--- config.mk ---
export PLATFORM = sky130hd
export DESIGN_NAME = clk_manager
export DESIGN_NICKNAME = d
export VERILOG_FILES = /design/src/rtl/clk_manager.sv
export SDC_FILE = /design/constraint.sdc
export NUM_CORES = 1
export LEC_CHECK = 0
export CORE_ASPECT_RATIO = 0.6
export CORE_MARGIN = 1
export CORE_UTILIZATION = 50
export DETAILED_ROUTE_END_ITERATION = 10
export GPL_TIMING_DRIVEN = 0
export PLACE_DENSITY_LB_ADDON = 0.3
export SLEW_MARGIN = 20
export SYNTH_ARGS = -nofsm -noshare
export SYNTH_HDL_FRONTEND = slang
export SYNTH_SLANG_ARGS = --single-unit
export TNS_END_PERCENT = 1
--- constraint.sdc ---
create_clock -name clk -period 3.1 [get_ports clk]
set_input_delay 0.62 -clock clk [delete_from_list [all_inputs] [get_ports clk]]
set_output_delay 0.62 -clock clk [all_outputs]
set_load 0.01 [all_outputs]
--- src/rtl/clk_manager.sv ---
// PLL reset/lock sequencer: releases sys_rst after a stable lock and generates per-channel divided ce strobes.
// Optional CLK_MANAGER_RELOCK_EN: re-pulse the PLL on lock loss or lock timeout, with retry limit and sticky FAULT.

module clk_manager_ch #(
  parameter int DIV_W = 16
) (
  input  logic             clk,
  input  logic             reset,
  input  logic             run,
  input  logic [DIV_W-1:0] div,
  output logic             ce
);
  logic [DIV_W-1:0] cnt, shadow;
  logic             hit;

  // Shadow of 0 or 1 strobes every cycle; outside RUN the channel sits at phase 0 tracking div.
  assign hit = (shadow <= DIV_W'(1)) || (cnt == shadow - DIV_W'(1));
  assign ce  = run && hit;

  always_ff @(posedge clk) begin
    if (reset) begin
      cnt    <= '0;
      shadow <= '0;
    end else if (!run || hit) begin
      cnt    <= '0;
      shadow <= div;
    end else begin
      cnt    <= cnt + DIV_W'(1);
    end
  end
endmodule

module clk_manager #(
  parameter int NUM_CH         = 4,
  parameter int DIV_W          = 16,
  parameter int PLL_RST_CYCLES = 16,
  parameter int LOCK_WAIT      = 1024,
  parameter int LOCK_TIMEOUT   = 65536,
  parameter int MAX_RETRY      = 3
) (
  input  logic                    clk,
  input  logic                    reset,
  input  logic                    pll_locked,
  input  logic [NUM_CH*DIV_W-1:0] div,
  output logic                    pll_rst_n,
  output logic                    sys_rst,
  output logic [NUM_CH-1:0]       ce,
  output logic                    lock_sync,
  output logic [1:0]              retry_cnt,
  output logic                    fault
);
  localparam int CMAX = (LOCK_TIMEOUT > PLL_RST_CYCLES) ? LOCK_TIMEOUT : PLL_RST_CYCLES;
  localparam int CW   = $clog2(CMAX) + 1;
  localparam int SW   = $clog2(LOCK_WAIT) + 1;

  typedef enum logic [2:0] {PLL_RESET, WAIT_LOCK, STABLE, RUN, FAULT} state_t;

  state_t        state, nxt, lost_tgt;
  logic          sync1, cyc_en, timeout, run;
  logic [CW-1:0] cyc_cnt;
  logic [SW-1:0] stab_cnt;

`ifdef CLK_MANAGER_RELOCK_EN
  assign cyc_en   = (state == PLL_RESET) || (state == WAIT_LOCK);
  assign timeout  = (cyc_cnt == CW'(LOCK_TIMEOUT - 1));
  assign lost_tgt = (int'(retry_cnt) < MAX_RETRY) ? PLL_RESET : FAULT;

  always_ff @(posedge clk) begin
    if (reset) begin
      retry_cnt <= '0;
      fault     <= 1'b0;
    end else begin
      if (state != PLL_RESET && nxt == PLL_RESET && retry_cnt != 2'd3)
        retry_cnt <= retry_cnt + 2'd1;
      fault <= (nxt == FAULT);
    end
  end
`else
  assign cyc_en    = (state == PLL_RESET);
  assign timeout   = 1'b0;
  assign lost_tgt  = WAIT_LOCK;
  assign retry_cnt = 2'd0;
  assign fault     = 1'b0;
`endif

  always_comb begin
    nxt = state;
    case (state)
      PLL_RESET: if (cyc_cnt == CW'(PLL_RST_CYCLES - 1)) nxt = WAIT_LOCK;
      WAIT_LOCK: if (lock_sync) nxt = STABLE;
                 else if (timeout) nxt = lost_tgt;
      STABLE:    if (!lock_sync) nxt = WAIT_LOCK;
                 else if (stab_cnt == SW'(LOCK_WAIT - 1)) nxt = RUN;
      RUN:       if (!lock_sync) nxt = lost_tgt;
      default:   nxt = FAULT;
    endcase
  end

  // Outputs are registered from nxt so they change on the same edge as the state.
  // WAIT_LOCK spends one cycle seeing lock, so RUN starts LOCK_WAIT+1 cycles after WAIT_LOCK entry.
  always_ff @(posedge clk) begin
    if (reset) begin
      state     <= PLL_RESET;
      cyc_cnt   <= '0;
      stab_cnt  <= '0;
      sync1     <= 1'b0;
      lock_sync <= 1'b0;
      pll_rst_n <= 1'b0;
      sys_rst   <= 1'b1;
    end else begin
      sync1     <= pll_locked;
      lock_sync <= sync1;
      state     <= nxt;
      if (nxt != state)  cyc_cnt <= '0;
      else if (cyc_en)   cyc_cnt <= cyc_cnt + CW'(1);
      stab_cnt  <= (state == STABLE && nxt == STABLE) ? stab_cnt + SW'(1) : '0;
      pll_rst_n <= !(nxt == PLL_RESET || nxt == FAULT);
      sys_rst   <= (nxt != RUN);
    end
  end

  assign run = ~sys_rst;

  for (genvar k = 0; k < NUM_CH; k++) begin : g_ch
    clk_manager_ch #(.DIV_W(DIV_W)) u_ch (
      .clk   (clk),
      .reset (reset),
      .run   (run),
      .div   (div[k*DIV_W +: DIV_W]),
      .ce    (ce[k])
    );
  end
endmodule

==> qor.tcl <==
set qor(status) {finished, violations left}
set qor(violations_in_the_final_reports) {negative setup slack}
set qor(critical_path.max_fanout) 6
set qor(report.final.setup_viol) 36
set qor(r2r_slack_ns) -0.26
set qor(count_of_flip_flops_with_a_built_in_enable_after_synthesis) 0
set qor(synth_sequential_area_ratio) 0.351
set qor(count_of_tritonroute_iterations_in_the_first_routing_pass) 5
set qor(grtUsageMet3) 0.0441
set qor(std_cell_rows) 38
set qor(worstSetupStartpointType) {register}
set qor(cts_made_buffers) 17
set qor(static_leakage_nw) 4.36
set qor(ioPinCount) 77
set qor(vias) 8220
set qor(cts_tree) {built}
set qor(drtAntennaViolNets) 0
set qor(ys_seq_elements) 163
set qor(core-area_um2) 18200
set qor(yosys-mux-area-fraction) 0.0550
set qor(total_global_routing_overflow) 0
set qor(clkLatencyLatePin_ns) 0.44
set qor(layout-area-overhead-vs-synth_pct) 26.4
set qor(grt_busiest_layer) {met2}
set qor(clock_tree.htree_level_count) 4
set qor(clock_sink_count) 163
set qor(dpl.hpwl_um) 16200
set qor(fp.dieH_um) 108
set qor(clock-root-buffer) {clkbuf_16}
set qor(async_reset_ff_frac) 0
set qor(fmax_mhz) 293
set qor(final_critical_path_setup_slack_ns) -0.315
set qor(floorplan.die_area_um2) 19200
set qor(first_global_vias) 7601
set qor(grt_antenna_before_repair) 0
set qor(detail_route.wirelength_um) 24000
set qor(multi_input_comb_area_um2) 6000
set qor(startpoint) {g_ch[2].u_ch.shadow[5]}
set qor(post_synth_and_or_nand_nor_area_fraction) 0.307
set qor(worst_ep_arrival_time_ns) 2.80
set qor(clock_path_buffers) 2
set qor(layout_min_cycle_time_ns) 3.42
set qor(grt_setup_unrepaired) {true}
set qor(num_antenna_cells) 0
set qor(synth_compound_gate_area_share) 0.0768
set qor(ff_latch_area_um2) 3310
set qor(grt_start_max_net_pins) 20
set qor(layout-drive-gt1-share) 0.158
set qor(synth_cells) 1081
set qor(port_buffers) 73
set qor(synth_xor_xnor_area_share) 0.147
set qor(globalRouteMet2Util) 0.379
set qor(start_util) 0.512
set qor(final.hold.worst_slack_ns) 0.446
set qor(tightestPinTransition_ns) 0.754
set qor(fillers) 1473
set qor(synth_fa_ha_area_frac) 0.0188
set qor(crit_path_end) {ce[2]}
set qor(drt-vias-per-instance) 5.62
set qor(drtIter0Drc) 585
set qor(yosysWarningCount) 0
set qor(finalWeightedCongestion) 0.907
set qor(min-delay-path-class) {register to register}
set qor(count_of_distinct_cell_types_in_the_synthesized_netlist) 69
set qor(grt.total_usage) 0.254
set qor(grtUsageMet1) 0.371
set qor(max-vdd-ir-drop_mv) 0.358
set qor(final.period_utilization) 1.10
set qor(report.final.hold_viol_count) 0
set qor(cp_data_required_time_ns) 2.48
set qor(power.density_nw_per_um2) 423
set qor(utilization) 0.647
set qor(setup.worst_path.class) {register to primary output}
set qor(drc) 0
set qor(worst_reg2reg_path_length_in_cells) 17
set qor(crit-reg2reg-capture) {g_ch[2].u_ch.shadow[15]}
set qor(timing.final.max_slew_violations) 0
set qor(avgRoutedWirePerCell_um) 16.4
set qor(synth_area_per_cell_um2) 8.61
set qor(dominant_combinational_cell_family_by_area_after_synthesis) {simple AND/OR/NAND/NOR gates}
set qor(slew_headroom) 0.498
set qor(max_cap_viol_count) 0
set qor(synth_flop_cell) {dfxtp_1}
set qor(fin_setup_tns_ns) -6.25
set qor(timing.clock.skew_ns) 0.0119
set qor(global_route_wire_length_before_repair_um) 38400
set qor(cts.reportedPaths.clkPinSlew_ns) 0.07
set qor(design_power_total_mw) 4.97
set qor(end_kind) {primary output}
set qor(layout.nets) 1290
set qor(synth_area_um2) 9310
set qor(die_x_um) 178
set qor(critical_path.reg2reg.startpoint) {g_ch[2].u_ch.shadow[5]}
==> per-layer routing <==
metal	wire, um	vias to the layer above
li1	-	4021
met1	12000	3888
met2	10100	274
met3	1480	37
met4	417	0
met5	0	-
==> sequential cells by signal, summed over array words and instances (netlist names) <==
register,flops
g_ch.u_ch.cnt,64
g_ch.u_ch.shadow,64
cyc_cnt,17
stab_cnt,11
state,3
lock_sync,1
pll_rst_n,1
sync1,1
sys_rst,1
==> worst min path at each step <==
| stage | slack (ns) | start | endpoint | cells after the start |
|---|---|---|---|---|
| after global placement | 0.42 | sync1 | lock_sync | 1 |
| after detailed placement | 0.45 | sync1 | lock_sync | 1 |
| after global routing | 0.48 | sync1 | lock_sync | 1 |
| after CTS | 0.45 | sync1 | lock_sync | 1 |
| final | 0.45 | sync1 | lock_sync | 1 |
| after floorplan | 0.41 | sync1 | lock_sync | 1 |
==> report_power, final <==
group	switching, mW	leakage (nW)	internal [mW]
combinational	0.291	2.73	0.329
sequential	0.0776	1.34	2.14
clock	1.04	0.293	1.10
==> through the flow <==
step,area (um^2),worst slack (ns),std cells
2_1_floorplan,9320,0.105,1083
3_3_place_gp,10400,-0.809,1396
6_report,11800,-0.315,1462
3_5_place_dp,10400,-0.841,1396
4_1_cts,11500,-0.306,1455
5_1_grt,11800,-0.394,1462
==> final cells by class <==
class | instances | share of cell area
Buffer | 56 | 0.0285
Clock buffer | 17 | 0.0362
Clock inverter | 15 | 0.0155
Inverter | 19 | 0.00692
Multi-Input combinational cell | 835 | 0.510
Sequential cell | 163 | 0.282
Tap cell | 240 | 0.0255
Timing Repair Buffer | 117 | 0.0956
==> cell usage after synthesis (8+ instances only) <==
cell | count | area share
nor2_1 | 103 | 0.042
nor2b_1 | 8 | 0.0054
buf_4 | 9 | 0.0073
inv_1 | 19 | 0.0077
mux2i_1 | 50 | 0.054
o21ai_1 | 16 | 0.0086
nand3b_1 | 19 | 0.015
buf_2 | 11 | 0.0059
nand3_1 | 38 | 0.020
o21ai_0 | 9 | 0.0048
nand2_1 | 32 | 0.013
and3_1 | 33 | 0.022
nand2b_1 | 112 | 0.075
xor2_1 | 74 | 0.070
nor3_1 | 74 | 0.040
dfxtp_1 | 163 | 0.35
nor4_1 | 17 | 0.011
nand4_1 | 21 | 0.014
or4_1 | 10 | 0.0081
ha_1 | 14 | 0.019
a21oi_1 | 15 | 0.0081
xnor2_1 | 82 | 0.077
clkbuf_1 | 38 | 0.015
==> timing repair <==
action                                 4_1_cts  5_1_grt
resized for setup                          107       39
setup buffers                               36        8
endpoints found under the hold margin        0        0
cloned                                       2        0
setup endpoints to repair                   55       62
pin swaps                                   23       18
hold buffers                                 0        0
==> critical path: stages, from the launching register on <==
cell	delay, ns
dfxtp_4	0.37
or4_4	0.59
nor4_4	0.30
mux2_4	0.33
mux2i_1	0.14
nand4_1	0.14
nor2b_2	0.19
nor2_1	0.15
buf_2	0.16
==> kinds of logic after synthesis <==
logic type	after synthesis
simple gates	510
mux	51
compound gates	101
fa+ha+maj	14
other cells	1
buf+inv	85
flops	163
xor+xnor	156
==> placed cells by master (no fill, tap or decap), types with 37 or more instances in the layout <==
cell type,count
dfxtp_1,147
nand2b_1,112
nor2_1,103
xnor2_1,81
xor2_1,73
nor3_1,69
clkdlybuf4s50_1,69
mux2i_1,50
buf_4,40
nand3_1,37
No activity file was read; power rests on OpenSTA's default activity.
